$ cat src/rtl/lock_pkg.sv
// Shared keypad-path definitions: button count, default debounce length and the
// button vector type also used by the code-entry stage.
package lock_pkg;

   localparam int unsigned N_BTNS                  = 9;
   localparam int unsigned DEBOUNCE_CYCLES_DEFAULT = 500000;

   typedef logic [N_BTNS-1:0] btn_vec_t;

endpackage

$ cat src/rtl/btn_debounce.sv
// One button channel: 2-FF synchroniser followed by a counter debounce that only
// accepts a new level after it has held for DEBOUNCE_CYCLES consecutive cycles.
module btn_debounce #(
   parameter int unsigned DEBOUNCE_CYCLES = 4,
   parameter int unsigned CNT_W           = $clog2(DEBOUNCE_CYCLES)
) (
   input  logic clk,
   input  logic rst,
   input  logic raw,
   output logic stable
);

   logic             s1;
   logic             s2;
   logic [CNT_W-1:0] cnt;

   always_ff @(posedge clk) begin
      if (rst) begin
         s1     <= 1'b0;
         s2     <= 1'b0;
         cnt    <= '0;
         stable <= 1'b0;
      end else begin
         s1 <= raw;
         s2 <= s1;
         // Any return to the accepted level restarts the count.
         if (s2 == stable) begin
            cnt <= '0;
         end else if (cnt == CNT_W'(DEBOUNCE_CYCLES - 1)) begin
            stable <= s2;
            cnt    <= '0;
         end else begin
            cnt <= cnt + CNT_W'(1);
         end
      end
   end

endmodule

$ cat src/rtl/btn_conditioner.sv
// Keypad front end: per-button sync/debounce, press-edge detect and a single-winner
// arbiter so each physical press yields exactly one registered one-cycle pulse.
module btn_conditioner
   import lock_pkg::*;
#(
   parameter int unsigned N_BTNS          = lock_pkg::N_BTNS,
   parameter int unsigned DEBOUNCE_CYCLES = DEBOUNCE_CYCLES_DEFAULT,
   parameter int unsigned CNT_W           = $clog2(DEBOUNCE_CYCLES)
) (
   input  logic              clk,
   input  logic              rst,
   input  logic [N_BTNS-1:0] btns_raw,
   output logic [N_BTNS-1:0] btn_pulse,
   output logic [N_BTNS-1:0] btn_held,
   output logic              any_pulse
);

   logic [N_BTNS-1:0] stable;
   logic [N_BTNS-1:0] stable_d;
   logic [N_BTNS-1:0] rise;
   logic [N_BTNS-1:0] others;
   logic [N_BTNS-1:0] next_pulse;

   for (genvar g = 0; g < N_BTNS; g++) begin : g_chan
      btn_debounce #(
         .DEBOUNCE_CYCLES (DEBOUNCE_CYCLES),
         .CNT_W           (CNT_W)
      ) u_debounce (
         .clk    (clk),
         .rst    (rst),
         .raw    (btns_raw[g]),
         .stable (stable[g])
      );
   end

   assign btn_held = stable;

   // A press is only a candidate when no other button is already held;
   // among simultaneous candidates the lowest index wins, the rest are dropped.
   always_comb begin
      rise       = stable & ~stable_d;
      others     = '0;
      next_pulse = '0;
      for (int unsigned i = 0; i < N_BTNS; i++) begin
         others    = stable_d;
         others[i] = 1'b0;
         if (rise[i] && (others == '0) && (next_pulse == '0)) begin
            next_pulse[i] = 1'b1;
         end
      end
   end

   always_ff @(posedge clk) begin
      if (rst) begin
         stable_d  <= '0;
         btn_pulse <= '0;
         any_pulse <= 1'b0;
      end else begin
         stable_d  <= stable;
         btn_pulse <= next_pulse;
         any_pulse <= |next_pulse;
      end
   end

endmodule

$ cat config.mk
export PLATFORM = sky130hd
export DESIGN_NAME = btn_conditioner
export DESIGN_NICKNAME = d
export VERILOG_FILES = /design/src/rtl/lock_pkg.sv /design/src/rtl/btn_debounce.sv /design/src/rtl/btn_conditioner.sv
export SDC_FILE = /design/constraint.sdc
export NUM_CORES = 1
export LEC_CHECK = 0
export ABC_AREA = 1
export CORE_MARGIN = 3
export CORE_UTILIZATION = 56
export DETAILED_ROUTE_END_ITERATION = 16
export PLACE_DENSITY = 0.78
export REMOVE_ABC_BUFFERS = 1
export SLEW_MARGIN = 40
export SYNTH_ARGS = -nofsm -noshare
export SYNTH_HDL_FRONTEND = slang
export SYNTH_SLANG_ARGS = --single-unit
$ cat constraint.sdc
create_clock -name clk -period 1.6 [get_ports clk]
set_input_delay 0.32 -clock clk [delete_from_list [all_inputs] [get_ports clk]]
set_output_delay 0.32 -clock clk [all_outputs]
set_load 0.1 [all_outputs]
**Word-level counts from Yosys, hierarchy flattened**

Index checks and enable logic that the tools add are counted.

- Register bits: 217
- Input bits: 11
- Logic and storage cells: 139

- $add $sub $neg: 9
- Eq/ne operators: 18
- Multiplexer cells: 9
- Bitwise logic cells: 12
- Reduce and logical (&&, ||, !) cells: 52

Operator list:

| kind | number |
|---|---|
| adder 19 x 1 -> 19 bit (second input constant) | 9 |
| equality test 19 bit (second input constant) | 9 |
| logical NOT 8 bit | 10 |
| OR reduction 3 bit | 9 |
| AND reduction 2 bit | 9 |
| logical AND 1 bit | 17 |
| NOT 1 bit | 10 |
| bitwise AND 9 bit | 1 |
| equality test 1 bit | 9 |
| two-way mux 1 bit | 9 |
| NOT 9 bit | 1 |
| OR reduction 9 bit | 1 |
| logical NOT 7 bit | 1 |
| logical NOT 6 bit | 1 |
| logical NOT 5 bit | 1 |
| logical NOT 4 bit | 1 |
| logical NOT 3 bit | 1 |
| logical NOT 2 bit | 1 |

**Depth between registers and ports, before layout**

Gate-level depths: netlist of the first run.

- Word-level depth: 29
- Depth in mapped cells: 10
- Depth with buffers taken out: 10

**Cells and area by module**

Synthesis of the first run repeated with hierarchy kept, for this count alone.

- Cell total of the unflattened synthesis: 1726
- Area, all modules: 11528.6 µm²

By module, submodules not included:

| module | instances | cells each | area each (µm²) | seq. area each (µm²) |
|---|---|---|---|---|
| btn_debounce (g_chan[0].u_debounce ...) | 8 | 182 | 1203.7 | 440.4 |
| btn_debounce (g_chan[4].u_debounce) | 1 | 181 | 1189.9 | 440.4 |
| btn_conditioner | 1 | 89 | 709.4 | 380.4 |

**Least setup slack after synthesis of the first run**

Ideal clock, no wire load.

- Path type: reg2reg
- From: register g_chan[7].u_debounce.cnt[0]
- To: register g_chan[7].u_debounce.cnt[0]
- Setup time: 0.120 ns
- Arrival time: 1.437 ns
- Setup slack: 0.043 ns
- Stages on the path, launching flop included: 8
- Period minus slack after synthesis: 1.557 ns
- Cell sequence: dfxtp_1 ha_1 nand3_2 nor3_1 nand3_2 nand3_4 buf_6 nor2_1

- Cells in the longest elaborated chain, start to end: 2
- Elaborated cells between the ends (all ways): 3
- Those cells by class: add/sub (1); eq/ne (1); reduce/logical (1)

RTL lines:

| item | RTL line | source |
|---|---|---|
| start, declared | btn_debounce.sv:15 | `logic [CNT_W-1:0] cnt;` |
| start signal, assigned | btn_debounce.sv:33 | `cnt <= cnt + CNT_W'(1);` |
| branches (longest 2 deep; another with adder 19 x 1 -> 19 bit) | - |  |

Parallel ways; which one is timed is not known.
A chain may end at the register's enable or synchronous reset.

**Final worst setup path of the first run**

- From: register g_chan[3].u_debounce.cnt[14]
- To: register g_chan[3].u_debounce.cnt[5]

- Cells in the longest elaborated chain, start to end: 2

RTL lines:

| item | RTL line | source |
|---|---|---|
| start, declared | btn_debounce.sv:15 |  |
| start signal, assigned | btn_debounce.sv:33 |  |
| equality test 19 bit | btn_debounce.sv:29 | `end else if (cnt == CNT_W'(DEBOUNCE_CYCLES - 1)) begin` |
| OR reduction 3 bit (no line) | - |  |

Every way passes these cells.

==> results of run 1 <==
[kinds of logic after synthesis]
| family | Yosys count | share of synthesized area, % |
|---|---|---|
| AO/OA/AOI/OAI | 96 | 4.934 |
| buffers and inverters | 223 | 8.833 |
| XOR/XNOR | 63 | 5.307 |
| adder cells (fa/ha/maj) | 9 | 1.083 |
| AND/OR/NAND/NOR | 843 | 38.06 |
| flip-flops | 217 | 41.78 |
[stage by stage]
stage / setup WS, ns / hold WS [ns] / setup TNS [ns]
after floorplan: -0.3312 / 0.3883 / -19.25
after global placement: -0.1749 / 0.3897 / -10.44
after detailed placement: -0.2595 / 0.3937 / -15.64
after CTS: 0.0003570 / 0.2981 / 0
after global routing: -0.1277 / 0.3072 / -1.661
final: -0.02424 / 0.3094 / -0.1084
[worst max path at each step]
stage / startpoint / end / depth (start not counted)
after floorplan: g_chan[4].u_debounce.stable$_SDFFE_PP0P_ / g_chan[4].u_debounce.cnt[12]$_SDFF_PP0_ / 6
after global placement: rst / g_chan[3].u_debounce.cnt[16]$_SDFF_PP0_ / 9
after detailed placement: rst / g_chan[7].u_debounce.cnt[12]$_SDFF_PP0_ / 8
after CTS: g_chan[5].u_debounce.cnt[1]$_SDFF_PP0_ / g_chan[5].u_debounce.cnt[16]$_SDFF_PP0_ / 9
after global routing: g_chan[3].u_debounce.cnt[2]$_SDFF_PP0_ / g_chan[3].u_debounce.cnt[5]$_SDFF_PP0_ / 9
final: g_chan[3].u_debounce.cnt[14]$_SDFF_PP0_ / g_chan[3].u_debounce.cnt[5]$_SDFF_PP0_ / 10
[flip-flops by register name (all words and copies together), names as in the netlist]
register / flops
g_chan.u_debounce.s2: 9
any_pulse: 1
g_chan.u_debounce.cnt: 171
stable_d: 9
g_chan.u_debounce.s1: 9
g_chan.u_debounce.stable: 9
btn_pulse: 9
[cell type report]
type                            count  area (um^2)
Tap cell                          229        286.5
Fill cell                        1404         5301
Clock inverter                     12        178.9
Inverter                          200        750.7
Multi-Input combinational cell   1013         5375
Timing Repair Buffer              103         1132
Clock buffer                       31        686.9
Sequential cell                   217         4374
[power by group]
part           switching, mW  internal (mW)
logic                  0.112         0.0929
registers             0.0163           5.43
clock network           2.24           3.67
total                   2.37           9.20
[cells in the final DEF (no fill, tap or decap), types with 4 or more instances in the layout]
master | synthesis | final
xnor2_1 | 23 | 23
nand4_1 | 41 | 41
a21oi_1 | 69 | 67
o21ai_0 | 15 | 14
inv_2 | 2 | 7
bufinv_16 | 0 | 4
buf_12 | 0 | 23
a21oi_2 | 3 | 5
dfxtp_2 | 0 | 18
nor3_4 | 3 | 4
nand2_1 | 293 | 289
ha_4 | 0 | 4
nor4_1 | 8 | 6
buf_4 | 13 | 66
nand3b_1 | 8 | 8
clkinv_2 | 0 | 4
nor3b_1 | 8 | 8
nand2_2 | 10 | 13
or2_0 | 12 | 12
dfxtp_1 | 217 | 197
nand3_4 | 2 | 8
clkbuf_16 | 0 | 26
clkbuf_8 | 0 | 6
nor2_2 | 11 | 19
inv_1 | 198 | 193
nor2_1 | 258 | 247
nor2_4 | 8 | 11
xor2_1 | 40 | 40
nand3_1 | 72 | 70
nand3_2 | 15 | 12
or2_2 | 17 | 17
clkdlybuf4s50_1 | 0 | 10
nor3_1 | 60 | 56
nor3_2 | 11 | 14
ha_2 | 0 | 4
[timing repair]
item                       in CTS  in global routing
hold buffers                    0                  0
buffers inserted                4                 14
gates cloned                    0                  4
gates resized for setup         3                 77
setup endpoints to repair       7                133
hold endpoints to repair        0                  0
pin swaps                       2                 16
[tightest hold or removal path: cells and delay by family]
family                 cells  cell delay (ns)
and+or+nand+nor            1             0.03
buffers and inverters      2             0.44
[routing by layer]
metal  vias up  track usage, %  wire length, um
li1       4814               -                -
met1      4304           28.95            10120
met2       250           37.96            11250
met3        46           2.923             1156
met4         0           5.606              534
met5         -               0                0
==> run_summary.xml, run 1 <==
<?xml version="1.0" encoding="UTF-8"?>
<metrics>
  <group name="clock_tree">
    <metric name="cts-root-buf" unit="">clkbuf_16</metric>
    <metric name="cts-buffers-inserted" unit="">24</metric>
    <metric name="clock_insertion_delay_worst_skew" unit="ns">0.52</metric>
    <metric name="clkTransAtPathRegs" unit="ns">0.06</metric>
    <metric name="clkSinkCount" unit="">217</metric>
    <metric name="clockBufferDepth" unit="">3</metric>
    <metric name="htreeDepth" unit="">1</metric>
    <metric name="cts_tree" unit="">built</metric>
  </group>
  <group name="setup_path">
    <metric name="timing.critical_path.slowest_cell_delay" unit="ns">0.36</metric>
    <metric name="worst-endpoint-required" unit="ns">2.00</metric>
    <metric name="worstPathCellList" unit="">inv_2, nand2_1, nor2_1, nand3_1, nor3_2, nand2_2, nand3_4, buf_12, clkbuf_16, nor2_1</metric>
    <metric name="critical_path.reg2reg.startpoint" unit="">g_chan[3].u_debounce.cnt[14]$_SDFF_PP0_</metric>
    <metric name="worst_setup_path_end_kind" unit="">flop</metric>
    <metric name="crit_path_top_delay_cell" unit="">dfxtp_4</metric>
    <metric name="critical_path.max_fanout" unit="">6</metric>
    <metric name="setup_crit_start_kind" unit="">flop</metric>
    <metric name="type_of_the_worst_setup_path" unit="">reg2reg</metric>
    <metric name="critical_path.n_buffers_inverters" unit="">3</metric>
    <metric name="worst-endpoint-arrival" unit="ns">2.03</metric>
    <metric name="reg2reg_to" unit="">g_chan[3].u_debounce.cnt[5]$_SDFF_PP0_</metric>
    <metric name="ff2ff_setup_slack" unit="ns">-0.02</metric>
    <metric name="worst_path_most_repeated_cell" unit="">nor2_1</metric>
    <metric name="critical_path.top_delay_family" unit="">simple AND/OR/NAND/NOR gates</metric>
    <metric name="worstRegToRegCells" unit="">10</metric>
  </group>
  <group name="timing">
    <metric name="post-route-min-period" unit="ns">1.624</metric>
    <metric name="fmax" unit="GHz">0.6157</metric>
    <metric name="final_max_slew_viols" unit="">0</metric>
    <metric name="max_slew_margin" unit="%">56.46</metric>
    <metric name="layout_worst_path_cycle_share" unit="%">101.5</metric>
    <metric name="grt_setup_unrepaired" unit="">yes</metric>
    <metric name="finalSetupViolations" unit="">10</metric>
    <metric name="tightest_slew" unit="ns">0.6429</metric>
    <metric name="worst_slack" unit="ns">-0.02424</metric>
    <metric name="clock_skew" unit="ns">0.01148</metric>
    <metric name="timing_hold_violations_final" unit="">0</metric>
  </group>
  <group name="global_routing">
    <metric name="grt_overflow" unit="">0</metric>
    <metric name="grt_start_max_net_pins" unit="">20</metric>
    <metric name="grt_pass1_wl" unit="um">38380</metric>
    <metric name="via_count_of_the_first_global_routing_pass" unit="">8717</metric>
    <metric name="grt_antenna_before_repair" unit="">0</metric>
    <metric name="grt.total_usage" unit="%">21.90</metric>
  </group>
  <group name="synth">
    <metric name="post_synth_most_frequent_cells" unit="">nand2_1, nor2_1, dfxtp_1</metric>
    <metric name="ys_top_cells_by_area" unit="">dfxtp_1, nand2_1, nor2_1, inv_1, nand3_1</metric>
    <metric name="avgSynthCellArea" unit="um^2">7.166</metric>
    <metric name="netlist_area" unit="mm^2">0.01040</metric>
    <metric name="yosysSeqAreaShare" unit="%">41.78</metric>
    <metric name="synth.ff_latch_count" unit="">217</metric>
    <metric name="netlist_instances" unit="">1451</metric>
    <metric name="synth_area_leader_cell" unit="">dfxtp_1</metric>
    <metric name="yosys.cell_count.top_type" unit="">nand2_1</metric>
    <metric name="synth_edf_count" unit="">0</metric>
    <metric name="synth_cell_type_count" unit="">41</metric>
    <metric name="asr_flop_ratio_synth" unit="%">0</metric>
    <metric name="yosys_warnings" unit="">0</metric>
    <metric name="ys.flop_type" unit="">dfxtp_1</metric>
    <metric name="synth_largest_type_area_fraction" unit="%">41.78</metric>
  </group>
  <group name="finish">
    <metric name="count_of_placed_standard_cells_in_the_final_layout_fillers_left_out" unit="">1805</metric>
    <metric name="syn_to_final_growth" unit="%">22.96</metric>
    <metric name="final_cell_area" unit="mm^2">0.01278</metric>
    <metric name="diodes" unit="">0</metric>
    <metric name="design.final.nets" unit="">1579</metric>
    <metric name="finalCoreUtilization" unit="%">70.69</metric>
    <metric name="final_layout_size_suffix_gt1_share" unit="%">17.77</metric>
  </group>
  <group name="worst_hold_path">
    <metric name="worst_hold_path.endpoint" unit="">g_chan[2].u_debounce.s1$_SDFF_PP0_</metric>
    <metric name="holdPathStages" unit="">3</metric>
    <metric name="hp-start" unit="">btns_raw[2]</metric>
    <metric name="min_path_type" unit="">in2reg</metric>
  </group>
  <group name="placement">
    <metric name="placed_cells_incl_taps" unit="">1740</metric>
    <metric name="place_hpwl" unit="um">15600</metric>
    <metric name="placer_s_final_routability_congestion_estimate" unit="">0.9159</metric>
    <metric name="placement.io_buffers" unit="">29</metric>
    <metric name="postPlaceCellArea" unit="mm^2">0.01144</metric>
  </group>
  <group name="power">
    <metric name="power" unit="mW">11.56</metric>
    <metric name="power.ir.vdd_worst" unit="mV">0.8269</metric>
    <metric name="power.density_cell_area" unit="mW/mm^2">904.5</metric>
    <metric name="static-leakage-power" unit="nW">4.709</metric>
  </group>
  <group name="route">
    <metric name="route.antenna.remaining_nets" unit="">0</metric>
    <metric name="first_iter_violations" unit="">594</metric>
    <metric name="avgViaCountPerCell" unit="">5.216</metric>
    <metric name="wl_per_cell" unit="um">12.78</metric>
    <metric name="postRouteWirelength" unit="um">23060</metric>
    <metric name="drcViolationCount" unit="">0</metric>
    <metric name="dr_total_vias" unit="">9414</metric>
    <metric name="dr.pass1.iters" unit="">7</metric>
  </group>
  <group name="floorplanning">
    <metric name="core_region_area" unit="mm^2">0.01809</metric>
    <metric name="die_x" unit="um">142.3</metric>
    <metric name="top_level_ports" unit="">30</metric>
    <metric name="effective_utilization_at_floorplan" unit="%">57.49</metric>
    <metric name="dieArea" unit="mm^2">0.02024</metric>
    <metric name="dieHeight" unit="um">142.3</metric>
    <metric name="standard_cell_rows" unit="">49</metric>
  </group>
  <group name="run_status">
    <metric name="failing_checks" unit="">negative setup slack</metric>
    <metric name="run_status" unit="">finished with violations</metric>
  </group>
  <group name="flow_run">
    <metric name="maxCapViolations" unit="">0</metric>
  </group>
</metrics>
(Power assumes the default switching activity.)
==> inputs of run 2 (changes only) <==
ABC_AREA = unset   (was 1)
CORE_ASPECT_RATIO = 0.7   (was unset)
CORE_UTILIZATION = 55   (was 56)
PLACE_DENSITY = 0.77   (was 0.78)
SLEW_MARGIN = unset   (was 40)
==> run 2 against run 1 <==
Area after synthesis down 11%; critical path type unchanged; clock-buffer cell count down 4; setup slack lost 0.37 ns; final cell count down 14%; total power down 8.2%; clock power shrank 17%; the flow still finishes with violations (negative setup slack); sequential power hardly changed; global-route usage increased by 6.0 points; via count is 2.4% higher.
==> run_summary.xml, run 2 <==
<?xml version="1.0" encoding="UTF-8"?>
<metrics>
  <group name="route">
    <metric name="dr_total_vias" unit="">9642</metric>
    <metric name="avgViaCountPerCell" unit="">6.209</metric>
    <metric name="postRouteWirelength" unit="um">33640</metric>
    <metric name="route.antenna.remaining_nets" unit="">0</metric>
    <metric name="dr.pass1.iters" unit="">5</metric>
    <metric name="first_iter_violations" unit="">1028</metric>
    <metric name="wl_per_cell" unit="um">21.66</metric>
    <metric name="drcViolationCount" unit="">0</metric>
  </group>
  <group name="timing">
    <metric name="fmax" unit="GHz">0.5008</metric>
    <metric name="worst_slack" unit="ns">-0.3969</metric>
    <metric name="post-route-min-period" unit="ns">1.997</metric>
    <metric name="final_max_slew_viols" unit="">0</metric>
    <metric name="timing_hold_violations_final" unit="">0</metric>
    <metric name="clock_skew" unit="ns">0.01928</metric>
    <metric name="max_slew_margin" unit="%">66.54</metric>
    <metric name="layout_worst_path_cycle_share" unit="%">124.8</metric>
    <metric name="tightest_slew" unit="ns">0.4972</metric>
    <metric name="finalSetupViolations" unit="">141</metric>
    <metric name="grt_setup_unrepaired" unit="">yes</metric>
  </group>
  <group name="setup_path">
    <metric name="critical_path.top_delay_family" unit="">simple AND/OR/NAND/NOR gates</metric>
    <metric name="critical_path.n_buffers_inverters" unit="">1</metric>
    <metric name="setup_crit_start_kind" unit="">flop</metric>
    <metric name="crit_path_top_delay_cell" unit="">or4_4</metric>
    <metric name="ff2ff_setup_slack" unit="ns">-0.40</metric>
    <metric name="worstPathCellList" unit="">or4b_4, or4_4, o21ai_4, buf_6, a21oi_1</metric>
    <metric name="worst_setup_path_end_kind" unit="">flop</metric>
    <metric name="critical_path.max_fanout" unit="">6</metric>
    <metric name="timing.critical_path.slowest_cell_delay" unit="ns">0.59</metric>
    <metric name="worst-endpoint-required" unit="ns">1.98</metric>
    <metric name="worst-endpoint-arrival" unit="ns">2.38</metric>
    <metric name="type_of_the_worst_setup_path" unit="">reg2reg</metric>
  </group>
  <group name="finish">
    <metric name="finalCoreUtilization" unit="%">87.88</metric>
    <metric name="final_layout_size_suffix_gt1_share" unit="%">44.94</metric>
    <metric name="filler_cell_count" unit="">702</metric>
    <metric name="highest_count_cells_in_the_layout_ignoring_fill_and_taps" unit="">buf_4, dfxtp_1, nor2_1, dfxtp_2, xnor2_1</metric>
    <metric name="max_ffs_per_register" unit="">171</metric>
    <metric name="largest_register" unit="">g_chan.u_debounce.cnt</metric>
    <metric name="syn_to_final_growth" unit="%">51.77</metric>
    <metric name="diodes" unit="">0</metric>
    <metric name="mostFrequentLayoutCell" unit="">buf_4</metric>
    <metric name="count_of_placed_standard_cells_in_the_final_layout_fillers_left_out" unit="">1553</metric>
    <metric name="design.final.nets" unit="">1342</metric>
  </group>
  <group name="floorplanning">
    <metric name="core_region_area" unit="mm^2">0.01598</metric>
    <metric name="standard_cell_rows" unit="">38</metric>
    <metric name="top_level_ports" unit="">30</metric>
    <metric name="die_x" unit="um">161.0</metric>
    <metric name="dieArea" unit="mm^2">0.01844</metric>
    <metric name="dieHeight" unit="um">114.5</metric>
    <metric name="effective_utilization_at_floorplan" unit="%">57.90</metric>
  </group>
  <group name="synth">
    <metric name="synth_area_leader_cell" unit="">dfxtp_1</metric>
    <metric name="netlist_instances" unit="">1036</metric>
    <metric name="yosys_warnings" unit="">0</metric>
    <metric name="netlist_area" unit="mm^2">0.009250</metric>
    <metric name="yosysSeqAreaShare" unit="%">46.96</metric>
    <metric name="synth_mux_area_share" unit="%">0</metric>
    <metric name="ys_top_cells_by_area" unit="">dfxtp_1, xnor2_1, nor2_1, xor2_1, nand3_1</metric>
    <metric name="avgSynthCellArea" unit="um^2">8.929</metric>
    <metric name="ys.flop_type" unit="">dfxtp_1</metric>
    <metric name="asr_flop_ratio_synth" unit="%">0</metric>
    <metric name="synth_cell_type_count" unit="">45</metric>
    <metric name="simple_gate_area_share_of_the_yosys_netlist" unit="%">29.83</metric>
    <metric name="synth_edf_count" unit="">0</metric>
    <metric name="synth-compound-area-share" unit="%">8.075</metric>
    <metric name="yosys.cell_count.top_type" unit="">dfxtp_1</metric>
    <metric name="post_synth_most_frequent_cells" unit="">dfxtp_1, nor2_1, nand2_1</metric>
    <metric name="dominant_combinational_cell_family_by_area_after_synthesis" unit="">simple AND/OR/NAND/NOR gates</metric>
    <metric name="synth_largest_type_area_fraction" unit="%">46.96</metric>
    <metric name="synth_xor_area_share" unit="%">10.60</metric>
    <metric name="yosys.area_share.adder" unit="%">1.217</metric>
    <metric name="synth.ff_latch_count" unit="">217</metric>
  </group>
  <group name="run_status">
    <metric name="failing_checks" unit="">negative setup slack</metric>
    <metric name="run_status" unit="">finished with violations</metric>
  </group>
  <group name="power">
    <metric name="power.switching" unit="mW">2.302</metric>
    <metric name="proportion_of_total_power_due_to_net_switching" unit="%">21.69</metric>
    <metric name="power_frac_comb" unit="%">2.6</metric>
    <metric name="power" unit="mW">10.62</metric>
    <metric name="static-leakage-power" unit="nW">4.841</metric>
    <metric name="part_of_the_power_in_registers" unit="%">51.2</metric>
    <metric name="power.density_cell_area" unit="mW/mm^2">756.1</metric>
    <metric name="power.ir.vdd_worst" unit="mV">0.7637</metric>
    <metric name="cellInternalPower" unit="mW">8.313</metric>
    <metric name="share_clk_of_total_power" unit="%">46.2</metric>
  </group>
  <group name="worst_hold_path">
    <metric name="min_path_type" unit="">in2reg</metric>
  </group>
  <group name="global_routing">
    <metric name="grt_pass1_wl" unit="um">43160</metric>
    <metric name="grt_overflow" unit="">0</metric>
    <metric name="grt.total_usage" unit="%">27.88</metric>
    <metric name="grt_start_max_net_pins" unit="">16</metric>
    <metric name="grt_antenna_before_repair" unit="">0</metric>
    <metric name="via_count_of_the_first_global_routing_pass" unit="">9030</metric>
  </group>
  <group name="clock_tree">
    <metric name="htreeDepth" unit="">1</metric>
    <metric name="clkSinkCount" unit="">217</metric>
    <metric name="clockBufferDepth" unit="">3</metric>
    <metric name="clock_insertion_delay_worst_skew" unit="ns">0.51</metric>
    <metric name="cts-root-buf" unit="">clkbuf_16</metric>
    <metric name="cts_tree" unit="">built</metric>
    <metric name="cts-buffers-inserted" unit="">20</metric>
    <metric name="clkTransAtPathRegs" unit="ns">0.06</metric>
  </group>
  <group name="placement">
    <metric name="placement.io_buffers" unit="">29</metric>
    <metric name="placer_s_final_routability_congestion_estimate" unit="">0.8750</metric>
    <metric name="place_hpwl" unit="um">15490</metric>
    <metric name="pre_cts_slack" unit="ns">-0.3455</metric>
    <metric name="placed_cells_incl_taps" unit="">1471</metric>
  </group>
  <group name="flow_run">
    <metric name="maxCapViolations" unit="">0</metric>
  </group>
</metrics>
run 2: cell count changes in the layout (fill, tap and decap cells not counted), moves of 21 or more:
cell	before	now
buf_6	1	45
a21oi_2	5	26
buf_4	66	215
or3_1	0	22
dfxtp_1	197	146
nor2_1	247	90
nand2_1	289	52
nor3_1	56	15
dfxtp_2	18	65
xnor2_1	23	59
inv_1	193	34
a21oi_1	67	30
nor2b_1	0	25
run 2: cell type report:
class	count	area (um^2)	area share [%]
clock buffers	27	558.0	3.975
inverters	35	136.4	0.9715
repair buffers	296	2729	19.44
flip-flops and latches	217	4448	31.68
multi-input cells	752	5809	41.38
well taps	220	275.3	1.961
clock inverters	6	82.58	0.5882
run 2: cell families (layout without fill, tap and decap cells):
kind of cell / Yosys count / in the layout
flip-flops: 217 / 217
XOR/XNOR: 112 / 112
buffers and inverters: 67 / 364
AND/OR/NAND/NOR: 505 / 505
adder cells (fa/ha/maj): 9 / 9
AO/OA/AOI/OAI: 126 / 126
run 2: worst paths after layout:
| check | start | to | cells after the start |
|---|---|---|---|
| max | g_chan[5].u_debounce.cnt[5]$_SDFF_PP0_ | g_chan[5].u_debounce.cnt[17]$_SDFF_PP0_ | 5 |
| max reg2reg | g_chan[5].u_debounce.cnt[5]$_SDFF_PP0_ | g_chan[5].u_debounce.cnt[17]$_SDFF_PP0_ | 5 |
| min | rst | g_chan[8].u_debounce.stable$_SDFFE_PP0P_ | 2 |
| min reg2reg | g_chan[6].u_debounce.cnt[0]$_SDFF_PP0_ | g_chan[6].u_debounce.cnt[0]$_SDFF_PP0_ | 1 |
run 2: per-layer routing:
layer | wire (um) | vias up | global-route usage (%)
met2 | 16510 | 557 | 49.84
met4 | 2096 | 0 | 9.971
met1 | 12770 | 4659 | 34.72
met5 | 0 | - | 0
met3 | 2265 | 193 | 3.832
li1 | - | 4233 | -
run 2: worst register-to-register path, stage by stage (launching register included):
cell     delay (ns)
dfxtp_1        0.31
or4b_4         0.54
or4_4          0.59
o21ai_4        0.22
buf_6          0.16
a21oi_1        0.05
run 2: stage by stage:
stage,hold slack [ns],instance area (um^2),setup TNS (ns)
CTS,0.1339,12950,-11.25
floorplan,0.3867,9075,-41.21
global route,0.1690,14040,-27.89
detailed placement,0.4237,11500,-21.58
global placement,0.4187,11500,-17.00
finish,0.1460,14040,-22.13
run 2: power by group through the flow:
stage | Combinational, mW | Clock (mW) | Sequential (mW)
floorplan | 0.0645 | 0 | 5.56
global placement | 0.169 | 0 | 5.56
detailed placement | 0.173 | 0 | 5.57
CTS | 0.217 | 4.84 | 5.44
global route | 0.290 | 5.12 | 5.44
finish | 0.275 | 4.90 | 5.44
run 2: timing repair:
| action | CTS | global route |
|---|---|---|
| endpoints found under the hold margin | 0 | 0 |
| hold buffers | 0 | 0 |
| gates resized for setup | 148 | 266 |
| gates cloned | 4 | 4 |
| pin swaps | 55 | 95 |
| setup buffers | 28 | 22 |
| endpoints found under the setup margin | 144 | 174 |
